$ cat config.mk
export PLATFORM = sky130hd
export DESIGN_NAME = mem_access_unit
export DESIGN_NICKNAME = d
export VERILOG_FILES = /design/src/rtl/mem_access_unit.sv
export SDC_FILE = /design/constraint.sdc
export NUM_CORES = 1
export LEC_CHECK = 0
export CAP_MARGIN = 30
export CORE_MARGIN = 2
export CORE_UTILIZATION = 40
export CTS_CLUSTER_DIAMETER = 60
export DETAILED_ROUTE_END_ITERATION = 7
export GPL_TIMING_DRIVEN = 0
export PLACE_DENSITY = 0.81
export SYNTH_ARGS = -nofsm -noshare
export SYNTH_HDL_FRONTEND = slang
export SYNTH_SLANG_ARGS = --single-unit
$ cat constraint.sdc
create_clock -name clk -period 2.4 [get_ports clk]
set_input_delay 0.36 -clock clk [delete_from_list [all_inputs] [get_ports clk]]
set_output_delay 0.36 -clock clk [all_outputs]
set_load 0.1 [all_outputs]
$ cat src/rtl/mem_access_unit.sv
// Memory access unit: turns multicycle-controller strobes into a req/ack memory handshake and owns IR/MDR.
// Optional build macro MEM_TIMEOUT_EN adds a BUSY watchdog that aborts a stuck access and raises sticky err.
module mem_access_unit #(
    parameter int DATA_W         = 16,
    parameter int ADDR_W         = 16,
    parameter int TIMEOUT_CYCLES = 255
) (
    input  logic              clk,
    input  logic              rst,
    input  logic              ir_write,
    input  logic              mem_read,
    input  logic              mem_write,
    input  logic [ADDR_W-1:0] pc_addr,
    input  logic [ADDR_W-1:0] alu_addr,
    input  logic [DATA_W-1:0] wr_data,
    output logic              stall,
    output logic [DATA_W-1:0] ir_q,
    output logic [DATA_W-1:0] mdr_q,
    output logic [3:0]        opcode,
    output logic [3:0]        func_field,
    output logic              mem_req,
    output logic              mem_we,
    output logic [ADDR_W-1:0] mem_addr,
    output logic [DATA_W-1:0] mem_wdata,
    input  logic              mem_ack,
    input  logic [DATA_W-1:0] mem_rdata,
    output logic              err
);

    typedef enum logic [1:0] {
        IDLE = 2'd0,
        BUSY = 2'd1,
        DONE = 2'd2
    } state_t;

    typedef enum logic [1:0] {
        OP_FETCH = 2'd0,
        OP_READ  = 2'd1,
        OP_WRITE = 2'd2
    } op_t;

    if (TIMEOUT_CYCLES < 1 || TIMEOUT_CYCLES > 65535) begin : g_bad_timeout
        $error("mem_access_unit: TIMEOUT_CYCLES must be in 1..65535");
    end

    state_t state;
    state_t state_next;
    op_t    op_q;
    op_t    op_sel;

    logic              any_strobe;
    logic              start;
    logic              ack_hit;
    logic              timeout_hit;
    logic              finish;
    logic [DATA_W-1:0] load_val;

    assign any_strobe = ir_write | mem_read | mem_write;
    assign start      = (state == IDLE) & any_strobe;
    assign ack_hit    = (state == BUSY) & mem_ack;
    assign finish     = ack_hit | timeout_hit;

    // A timed-out access loads zero so a dead fetch decodes to the controller's default path.
    assign load_val   = ack_hit ? mem_rdata : '0;

    assign stall      = (state == BUSY) | start;
    assign opcode     = ir_q[15:12];
    assign func_field = ir_q[3:0];

    // Simultaneous strobes are a controller bug; the lower-priority ops are silently dropped.
    always_comb begin
        op_sel = OP_READ;
        if (ir_write) begin
            op_sel = OP_FETCH;
        end else if (mem_write) begin
            op_sel = OP_WRITE;
        end
    end

    always_ff @(posedge clk or posedge rst) begin
        if (rst) begin
            state <= IDLE;
        end else begin
            state <= state_next;
        end
    end

    // DONE is a one-cycle guard so a strobe still held by the controller cannot retrigger.
    always_comb begin
        state_next = state;
        case (state)
            IDLE: begin
                if (any_strobe) begin
                    state_next = BUSY;
                end
            end
            BUSY: begin
                if (finish) begin
                    state_next = DONE;
                end
            end
            DONE: begin
                state_next = IDLE;
            end
            default: begin
                state_next = IDLE;
            end
        endcase
    end

    always_ff @(posedge clk or posedge rst) begin
        if (rst) begin
            op_q      <= OP_FETCH;
            mem_req   <= 1'b0;
            mem_we    <= 1'b0;
            mem_addr  <= '0;
            mem_wdata <= '0;
            ir_q      <= '0;
            mdr_q     <= '0;
        end else begin
            if (start) begin
                op_q      <= op_sel;
                mem_req   <= 1'b1;
                mem_we    <= (op_sel == OP_WRITE);
                mem_addr  <= (op_sel == OP_FETCH) ? pc_addr : alu_addr;
                mem_wdata <= wr_data;
            end else if (finish) begin
                mem_req <= 1'b0;
                if (op_q == OP_FETCH) begin
                    ir_q <= load_val;
                end
                if (op_q == OP_READ) begin
                    mdr_q <= load_val;
                end
            end
        end
    end

`ifdef MEM_TIMEOUT_EN
    localparam logic [15:0] TMO_LAST = 16'(TIMEOUT_CYCLES - 1);

    logic [15:0] tmo_cnt;
    logic        err_q;

    // The count equals the number of ack-less BUSY cycles already spent on this request.
    assign timeout_hit = (state == BUSY) & ~mem_ack & (tmo_cnt == TMO_LAST);
    assign err         = err_q;

    always_ff @(posedge clk or posedge rst) begin
        if (rst) begin
            tmo_cnt <= '0;
            err_q   <= 1'b0;
        end else begin
            if (start) begin
                tmo_cnt <= '0;
            end else if ((state == BUSY) & ~mem_ack) begin
                tmo_cnt <= tmo_cnt + 16'd1;
            end
            if (timeout_hit) begin
                err_q <= 1'b1;
            end
        end
    end
`else
    assign timeout_hit = 1'b0;
    assign err         = 1'b0;
`endif

endmodule

Word level (Yosys, flattened, before mapping)
Index checks and enable logic that the tools add are counted.

Register bits after elaboration: 70. Memories: 0. Bits in read-only memories: 0. Output and inout port bits: 76. Bits in writable memories: 0. Word-level logic and storage cells: 34. Input bits: 70. Latch bits: 0.

Divide/modulo/power cells: 0. Multiply operators: 0. Reductions and logical operators: 7. Multiplexer cells: 8. Shift-type cells: 0. Add/sub/neg operators: 0. Magnitude comparators: 0. Bitwise operators: 6. Equality and inequality tests: 5.

Operators with widths (count): $mux W16 (1); $mux W2 (4); $logic_not A2 Y1 (3); $reduce_and A3 Y1 (2); $eq A2 B1 Y1 const B (2); $ne A2 B2 Y1 const B (2); $pmux W2 S2 (1); $or A1 B1 Y1 (3); $and A1 B1 Y1 (2); $eq A2 B2 Y1 const B (1); $mux W1 (2); $reduce_and A2 Y1 (1); $reduce_bool A2 Y1 (1); $not A1 Y1 (1).

Depth between registers and ports, before layout
Gate-level depths: netlist of the first run.

Depth in word-level cells: 5. Depth in mapped cells: 5. Mapped depth without buffers: 3.

Least setup slack after synthesis of the first run
OpenSTA, ideal clock, no wires.

Kind: reg-to-output. From: reg state[0]. To: out stall. Path slack: 0.104 ns. Stages on the path, launching flop included: 6. Required time: 2.040 ns. Path buffers: 2. Data arrival time: 1.936 ns. Cell sequence: dfrtp_1 nor2_1 o31a_1 buf_2 buf_2 nand2b_1.

Word-level cells in the longest chain between the ends: 3. Elaborated cells between the ends (all ways): 4. Classes of those cells: eq/ne (1); bitwise (2); reduce/logical (1).

RTL lines: start: declaration (RTL line 46) `state_t state;`; start signal: assignment (RTL line 84) `state <= state_next;`; $logic_not A2 Y1 (RTL line 59) `assign start = (state == IDLE) & any_strobe;`; $and A1 B1 Y1 (RTL line 59); $or A1 B1 Y1 * (RTL line 66) `assign stall = (state == BUSY) | start;`; end: declaration (RTL line 16) `output logic stall,`.

Mark *: on every way between the ends. The rest lies on a longest branch, timed or not.

Worst setup path after layout of the first run
From: reg ir_q[14]. To: out opcode[2].

RTL lines: start: declaration (RTL line 17) `output logic [DATA_W-1:0] ir_q,`; start signal: assignment (RTL line 130) `ir_q <= load_val;`; end: declaration (RTL line 19) `output logic [3:0] opcode,`.

No word-level cell between the ends.

==> impl_results.md, run 1 <==
* Status: finished clean
* Number of port buffers at 144
* Antenna violations before repair at 0
* Area growth syn-to-layout at 60.38%
* Later-pin clock latency in the skew report at roughly 0.34 ns
* Total core area at between 7000 and 8000 um^2
* Worst-Margin Slew at between 1 and 1.5 ns
* CP Cell Sequence: buf_4 > clkdlybuf4s50_1
* Critical Path Slowest Stage Cell: clkdlybuf4s50_1
* Final Hold Vio Count at 0
* Maximum clock rate at about 430 MHz
* Yosys top cell by area: dfrtp_1
* CTS sink count at between 60 and 70
* Initial drt markers at 24
* Post-Syn Instances at ~190
* Avg WL per Cell at ~15 um
* Seq/Total Area, Yosys at between 50 and 60%
* GP Congestion at between 0.7 and 0.8
* Die width at 89.56 um
* CP Launch Type: register
* Mapped Avg Cell Area at between 15 and 20 um^2
* First-pass iteration count of the detailed router at 4
* Critical Path AT at between 1.5 and 2 ns
* Unique masters post-synth at 23
* Worst-path maximum fanout at 3
* Critical Path RT at just over 2 ns
* Hold Path Class: reg2reg
* Share of the synthesized area in the top cell type at between 50% and 60%
* Setup Fix Bufs, Post-CTS at 0
* Die area at about 8000 um^2
* GRT Total Usage at 17.11%
* Cts hold-fix bufs at 0
* Setup crit end kind: primary output
* Vias in the first global route at 2125
* Top post-synthesis cells by area: dfrtp_1 59%, mux2_2 27%, mux2_4 5.1%
* First-pass GRT wire length at ~10 mm
* Core Rows at 31
* Synth warn at 0
* Seq cells post-synth at slightly below 70
* Antenna violation net count after detailed routing at 0
* Root Buffer: clkbuf_8
* Vias per cell at between 4 and 5
* Kind of critical path: reg2out
* Min setup slack post-route at 0.05923 ns
* # DRC at 0
* Synth cell count leaders: 70 x mux2_2, 69 x dfrtp_1, 10 x buf_4, 10 x mux2_4, 5 x buf_2
* Post-Syn Area at a little under 3000 um^2
* Largest net degree at the start of global routing at 70
* Util after Layout at about two thirds
* Ys async rst share at between 90% and 100%
* Clock Tree Buf Depth at 2
* Pre-CTS WS at -0.7500 ns
* Io pins at 146
* TritonCTS clock tree: yes
* DIE HEIGHT at 89.56 um
* Final #Nets at 410
* Synthesized net count at around 260
* GRT overflow at 0
* Worst clock skew at between 0.008 and 0.009 ns
* Worst path max stage delay at approximately 1.1 ns
* N_diodes at 0
* CTS H-tree depth at 3
* Final setup fails at 0
* Post-synth EDFFs at 0
* Clock slew seen by the registers of the worst setup and hold paths at ~0.070 ns
* HPWL Detailed at 4.934 mm
* Max_cap viols at 0
* Final Slew Violations at 0
* Share of cells above drive strength 1 at 34.30%
* RSZ-0062 raised after global routing: no
* Setup TNS at 0 ns
* Routed WL at 6.640 mm
* Rel. slew slack at 32.21%
* DR vias at roughly 2100
* Tmin final at 2.341 ns
* Initial Utilization at between 40% and 50%
* Top_reg_cell synth: dfrtp_1
* Num CTS Buffers at 9
* Top-count cell post-synth: mux2_2
* Fin crit share at a little over nine tenths
## per-stage QoR
| step | instances | area [um^2] | hold slack [ns] |
|---|---|---|---|
| 2_1_floorplan | 185 | 2928 | 0.4563 |
| 3_3_place_gp | 428 | 4493 | 0.4708 |
| 3_5_place_dp | 428 | 4496 | 0.4786 |
| 4_1_cts | 443 | 4688 | 0.4948 |
| 5_1_grt | 443 | 4696 | 0.5170 |
| 6_report | 443 | 4696 | 0.4935 |
## area by class of cell
class | instances | area (um^2)
clock buffer | 9 | 123.9
timing repair buffer | 144 | 1443
fill | 537 | 2480
buffer | 18 | 137.6
tap | 99 | 123.9
clock inverter | 6 | 65.06
inverter | 3 | 13.76
sequential | 69 | 1727
multi-input combinational | 95 | 1062
## cell usage in the layout, fill, tap and decap left out, types with 4 or more instances in the layout
master / count
buf_4: 11
clkbuf_8: 9
mux2_4: 10
dfrtp_1: 69
mux2_2: 70
buf_2: 4
clkdlybuf4s50_1: 143
## final timing paths
check                      slack (ns)  cells after the start            startpoint                   end
setup / recovery                 0.06                      2  ir_q[14]$_DFFE_PP0P_             opcode[2]
hold / removal                   0.49                      1   mem_req$_DFFE_PP0P_   mem_req$_DFFE_PP0P_
setup reg to reg                 0.48                      4  state[1]$_DFFE_PP0P_   ir_q[3]$_DFFE_PP0P_
hold reg to reg                  0.49                      1   mem_req$_DFFE_PP0P_   mem_req$_DFFE_PP0P_
max in group asynchronous        1.30                      2                   rst  state[0]$_DFFE_PP0P_
min in group asynchronous        0.54                      2                   rst  ir_q[10]$_DFFE_PP0P_
## what timing repair did
action,CTS,global route
cloned,0,0
resized for setup,8,3
setup endpoints to repair,1,1
## kinds of logic (layout without fill, tap and decap cells)
kind of cell           count (synthesis)  count (layout)  synth area share, %
buffers and inverters                 21             180                5.000
multiplexers                          80              80                32.05
other                                  1               1               0.1281
AO/OA/AOI/OAI                          7               7                1.795
flip-flops                            69              69                58.97
AND/OR/NAND/NOR                        7               7                2.052
## registers in the layout (all words and copies together), names as in the netlist
name       cells
op_q           1
mem_addr      16
ir_q          16
mem_req        1
mdr_q         16
mem_wdata     16
mem_we         1
state          2
## metal layers
layer  vias up  share of wire [%]  global-route usage, %
li1        950                  -                      -
met1      1015                 39                  19.75
met2        95                 49                  27.61
met3        14                9.8                  6.464
met4         0                2.5                  8.955
met5         -                  0                      0
## worst max-delay path: cells and delay by family, from the launching register on
family / cells / cell delay, ns
DFF: 1 / 0.40
buffers and inverters: 2 / 1.24
Power of run 1 is not shown: default switching activity piles up to over one toggle a cycle in this logic, so the estimate is an artifact.
==> run 2, diff against run 1 <==
MAX_ROUTING_LAYER = met4   (was unset)
==> run 2 against run 1 <==
Compared with the run above:
- flip-flop and latch count is the same
- maximum frequency grew 0.23%
- core utilization is the same
- design area is the same
- critical path depth is the same
- clock skew shrank 0.0012 ns
- via count shrank 0.24%
- clock-buffer cell count is the same
- non-clock buffer count is the same
- sequential share of layout area is the same
- highest routed layer unchanged
- register-to-register slack lost 0.03 ns
- global-route usage grew 0.55 points
==> impl_results.md, run 2 (synthesis results as in run 1) <==
* Status: finished clean
* Setup Fix Bufs, Post-CTS at 0 (unchanged)
* R2R Setup Slk at 0.45 ns (-0.03 ns)
* Critical Path RT at 2.04 ns (about the same)
* WL met3 at 563 um (-14%)
* GRT overflow at 0 (unchanged)
* Area growth syn-to-layout at 60.38% (unchanged)
* Later-pin clock latency in the skew report at 0.33 ns (about the same)
* Number of port buffers at 144 (unchanged)
* Routed met2 length at 3.273 mm (+0.58%)
* Initial drt markers at 24 (unchanged)
* TritonCTS clock tree: yes
* Largest net degree at the start of global routing at 70 (unchanged)
* Die area at 8020 um^2 (unchanged)
* Commonest non-fill, non-tap cell in the layout: clkdlybuf4s50_1
* Maximum clock rate at 428.2 MHz (+0.23%)
* First-pass iteration count of the detailed router at 4 (unchanged)
* Avg WL per Cell at 14.95 um (-0.26%)
* Routed WL at 6.623 mm (-0.26%)
* Fin crit share at 97.31% (-0.22 points)
* First-pass GRT wire length at 10.21 mm (unchanged)
* Hold depth at 1 (unchanged)
* Critical Path AT at 1.98 ns (about the same)
* Commonest cells after routing, fill and taps aside: 143 x clkdlybuf4s50_1, 70 x mux2_2, 69 x dfrtp_1, 11 x buf_4, 10 x mux2_4
* Pre-CTS WS at -0.7500 ns (unchanged)
* RR Startpoint: state[1]$_DFFE_PP0P_
* DR vias at 2069 (-0.24%)
* Vias in the first global route at 2127 (+0.094%)
* Placed cells at 428 (unchanged)
* CP endpoint: opcode[2]
* Kind of critical path: reg2out
* CTS sink count at 69 (unchanged)
* Final Slew Violations at 0 (unchanged)
* Highest Signal Layer: met4
* Core Rows at 31 (unchanged)
* Num CTS Buffers at 9 (unchanged)
* Clock slew seen by the registers of the worst setup and hold paths at 0.07 ns (about the same)
* Tmin final at 2.335 ns (-0.005290 ns)
* Share of cells above drive strength 1 at 34.30% (unchanged)
* Hold Path Class: reg2reg
* R2R cell count at 4 (unchanged)
* Final Instance Count excl. Fillers at 443 (unchanged)
* Max_cap viols at 0 (unchanged)
* Min setup slack post-route at 0.06452 ns (+0.005290 ns)
* Die width at 89.56 um (unchanged)
* # DRC at 0 (unchanged)
* Reg-to-Reg End: ir_q[3]$_DFFE_PP0P_
* Io pins at 146 (unchanged)
* N_diodes at 0 (unchanged)
* # fillers at 537 (unchanged)
* CTS H-tree depth at 3 (unchanged)
* Worst clock skew at 0.006927 ns (-0.001214 ns)
* Antenna violations before repair at 0 (unchanged)
* Final setup fails at 0 (unchanged)
* Setup crit start: ir_q[14]$_DFFE_PP0P_
* GP Congestion at 0.7243 (+1.2%)
* Final Hold Vio Count at 0 (unchanged)
* Initial Utilization at 40.80% (unchanged)
* CP Launch Type: register
* Antenna violation net count after detailed routing at 0 (unchanged)
* DIE HEIGHT at 89.56 um (unchanged)
* Total core area at 7176 um^2 (unchanged)
* Worst-Margin Slew at 1.014 ns (+0.0002186 ns)
* Final #Nets at 410 (unchanged)
* Rel. slew slack at 32.20% (about the same)
* RSZ-0062 raised after global routing: no
* Vias per cell at 4.670 (-0.24%)
* Clock Tree Buf Depth at 2 (unchanged)
* Setup crit end kind: primary output
* WL met1 at 2.656 mm (+3.6%)
* Worst-path maximum fanout at 3 (unchanged)
* GRT Total Usage at 17.66% (+0.55 points)
* Root Buffer: clkbuf_8
* HPWL Detailed at 4.934 mm (unchanged)
run 2: cell counts in the layout (fill, tap and decap cells not counted):
Identical to the previous run, type by type.
run 2: what timing repair did:
action | CTS | global route
gates resized for setup | 8 | 3
endpoints found under the setup margin | 1 | 1
pin swaps | 0 | 0
hold buffers | 0 | 0
run 2: through the flow:
| step | cell area (um^2) | TNS [ns] | utilization [%] | hold WS (ns) |
|---|---|---|---|---|
| detailed placement | 4496 | -0.7976 | 62.65 | 0.4786 |
| finish | 4696 | 0 | 65.44 | 0.4960 |
| global route | 4696 | 0 | 65.44 | 0.5170 |
| CTS | 4688 | 0 | 65.34 | 0.4948 |
| floorplan | 2928 | 0 | - | 0.4563 |
| global placement | 4493 | -60.32 | 62.62 | 0.4708 |
run 2: routing by layer:
| layer | GRT usage [%] | up-vias |
|---|---|---|
| met5 | - | - |
| met4 | 8.141 | 0 |
| met3 | 5.910 | 12 |
| met2 | 27.54 | 95 |
| met1 | 20.58 | 1009 |
| li1 | - | 953 |
run 2: worst min-delay path by stage:
| stage | start | end |
|---|---|---|
| floorplan | mem_ack | state[0]$_DFFE_PP0P_ |
| global placement | mem_req$_DFFE_PP0P_ | mem_req$_DFFE_PP0P_ |
| detailed placement | mem_req$_DFFE_PP0P_ | mem_req$_DFFE_PP0P_ |
| CTS | mem_req$_DFFE_PP0P_ | mem_req$_DFFE_PP0P_ |
| global route | mem_req$_DFFE_PP0P_ | mem_req$_DFFE_PP0P_ |
| finish | mem_req$_DFFE_PP0P_ | mem_req$_DFFE_PP0P_ |
run 2: final cells by class:
cell class,count,area (um^2),share of cell area (%)
Inverter,3,13.76,0.2931
Buffer,18,137.6,2.931
Multi-Input combinational cell,95,1062,22.62
Clock inverter,6,65.06,1.386
Clock buffer,9,123.9,2.638
Timing Repair Buffer,144,1443,30.72
Sequential cell,69,1727,36.77
Tap cell,99,123.9,2.638
run 2: critical path, cell delays in order, from the launching register on:
cell,delay [ns]
dfrtp_1,0.40
buf_4,0.12
clkdlybuf4s50_1,1.12
Power of run 2 is left out for the same reason.
==> run 3, diff against run 2 <==
CORE_UTILIZATION = 35   (was 40)
CTS_CLUSTER_SIZE = 8   (was unset)
PLACE_DENSITY = 0.72   (was 0.81)
SETUP_SLACK_MARGIN = 0.05   (was unset)
==> run 3 against run 2 <==
Compared with the run above:
- setup slack improved by 0.050 ns
- die area rose by 14%
- wire length fell by 1.4%
- clock skew rose by 0.0030 ns
- worst hold slack got worse by 0.013 ns
- maximum frequency rose by 2.2%
- final cell count rose by 1.1%
- via count fell by 0.77%
- core utilization fell by 7.7 points
- critical path type unchanged
==> impl_results.md, run 3 (synthesis results as in run 1) <==
* Cts hold-fix bufs at 0 (unchanged)
* Placed cells at 434 (+1.4%)
* Tmin final at 2.285 ns (-0.05010 ns)
* Antenna violation net count after detailed routing at 0 (unchanged)
* Final #Nets at 410 (unchanged)
* Worst-Margin Slew at 0.9970 ns (-0.01690 ns)
* Routed WL at 6.530 mm (-1.4%)
* N_diodes at 0 (unchanged)
* Final Instance Count excl. Fillers at 448 (+1.1%)
* Vias per cell at 4.583 (-1.9%)
* Critical Path RT at 2.04 ns (about the same)
* DIE HEIGHT at 95.46 um (+6.6%)
* GRT Total Usage at 15.64% (-2.0 points)
* Area growth syn-to-layout at 61.32%
* Later-pin clock latency in the skew report at 0.33 ns (about the same)
* Total core area at 8175 um^2 (+14%)
* Clock Tree Buf Depth at 2 (unchanged)
* Max_cap viols at 0 (unchanged)
* Kind of critical path: reg2out
* Vias in the first global route at 2168 (+1.9%)
* Setup crit end kind: primary output
* # DRC at 0 (unchanged)
* Io pins at 146 (unchanged)
* Num CTS Buffers at 9 (unchanged)
* Initial Utilization at 35.81% (-5.0 points)
* GRT overflow at 0 (unchanged)
* Share of cells above drive strength 1 at 33.82% (-0.48 points)
* CP Launch Type: register
* Status: finished clean
* DR vias at 2053 (-0.77%)
* HPWL Detailed at 4.849 mm (-1.7%)
* Critical Path AT at 1.93 ns (-0.05 ns)
* Largest net degree at the start of global routing at 70 (unchanged)
* Maximum clock rate at 437.6 MHz (+2.2%)
* Commonest non-fill, non-tap cell in the layout: clkdlybuf4s50_1
* CTS sink count at 69 (unchanged)
* Antenna violations before repair at 0 (unchanged)
* Initial drt markers at 49 (+100%)
* Avg WL per Cell at 14.58 um (-2.5%)
* Hold Path Class: reg2reg
* Final Hold Vio Count at 0 (unchanged)
* Fin Hold WS at 0.4830 ns (-0.01300 ns)
* Number of port buffers at 144 (unchanged)
* Worst-path maximum fanout at 3 (unchanged)
* First-pass iteration count of the detailed router at 4 (unchanged)
* TritonCTS clock tree: yes
* Rel. slew slack at 33.33% (+1.1 points)
* Worst clock skew at 0.009896 ns (+0.002969 ns)
* CTS H-tree depth at 3 (unchanged)
* Area after DPL at 4503 um^2 (+0.17%)
* Final Slew Violations at 0 (unchanged)
* Final instance area at 4723 um^2 (+0.59%)
* GP Congestion at 0.6688 (-7.7%)
* Root Buffer: clkbuf_8
* Commonest cells after routing, fill and taps aside: 139 x clkdlybuf4s50_1, 70 x mux2_2, 69 x dfrtp_1, 12 x clkbuf_8, 11 x buf_4
* RSZ-0062 raised after global routing: no
* First-pass GRT wire length at 10.52 mm (+3.0%)
* Die width at 95.46 um (+6.6%)
* Core Rows at 33 (+6.5%)
* Final setup fails at 0 (unchanged)
* Clock slew seen by the registers of the worst setup and hold paths at 0.07 ns (about the same)
* Die area at 9113 um^2 (+14%)
* Fin crit share at 95.22% (-2.1 points)
## run 3: cell types whose count changed in the layout (fill, tap and decap cells not counted), sizes merged
cell	change
clkinv	-4
dlymetal6s2s	+4
clkdlybuf4s50	-4
clkbuf	+4
clkinvlp	-1
## run 3: worst paths after layout
path / from / to / slack (ns) / depth (start not counted)
max in group asynchronous: rst / op_q[0]$_DFFE_PP0N_ / 1.30 / 2
hold reg to reg: mem_req$_DFFE_PP0P_ / mem_req$_DFFE_PP0P_ / 0.48 / 1
setup / recovery: ir_q[12]$_DFFE_PP0P_ / opcode[0] / 0.11 / 2
min in group asynchronous: rst / ir_q[10]$_DFFE_PP0P_ / 0.56 / 2
setup reg to reg: state[1]$_DFFE_PP0P_ / ir_q[5]$_DFFE_PP0P_ / 0.53 / 4
hold / removal: mem_req$_DFFE_PP0P_ / mem_req$_DFFE_PP0P_ / 0.48 / 1
## run 3: area by class of cell
type	instances	area [um^2]
Fill cell	697	3452
Sequential cell	69	1727
Timing Repair Buffer	144	1453
Multi-Input combinational cell	95	1062
Clock buffer	13	168.9
Buffer	18	137.6
Tap cell	105	131.4
Clock inverter	1	30.03
Inverter	3	13.76
## run 3: per-stage QoR
step	TNS, ns	setup WS [ns]	util, %
2_1_floorplan	0	0.1035	-
3_3_place_gp	-65.60	-0.9436	55.05
3_5_place_dp	-0.7222	-0.7222	55.08
4_1_cts	0	0.06894	57.59
5_1_grt	0	0.05157	57.77
6_report	0	0.1146	57.77
## run 3: worst max-delay path, cell delays in order (launching register included)
cell and delay (ns):
dfrtp_1 0.37, buf_4 0.11, clkdlybuf4s50_1 1.12
## run 3: timing repair
item,in CTS,in global routing
gates resized for setup,9,5
hold endpoints to repair,0,0
buffers inserted,0,0
endpoints found under the setup margin,1,5
## run 3: metal layers
layer  up-vias  GRT usage (%)  routed length [um]
met1      1013          18.21                2686
met2        82          26.47                3378
li1        950              -                   -
met4         0          6.071                  73
met5         -              -                   0
met3         8          3.399                 391
Power of run 3 is left out for the same reason.
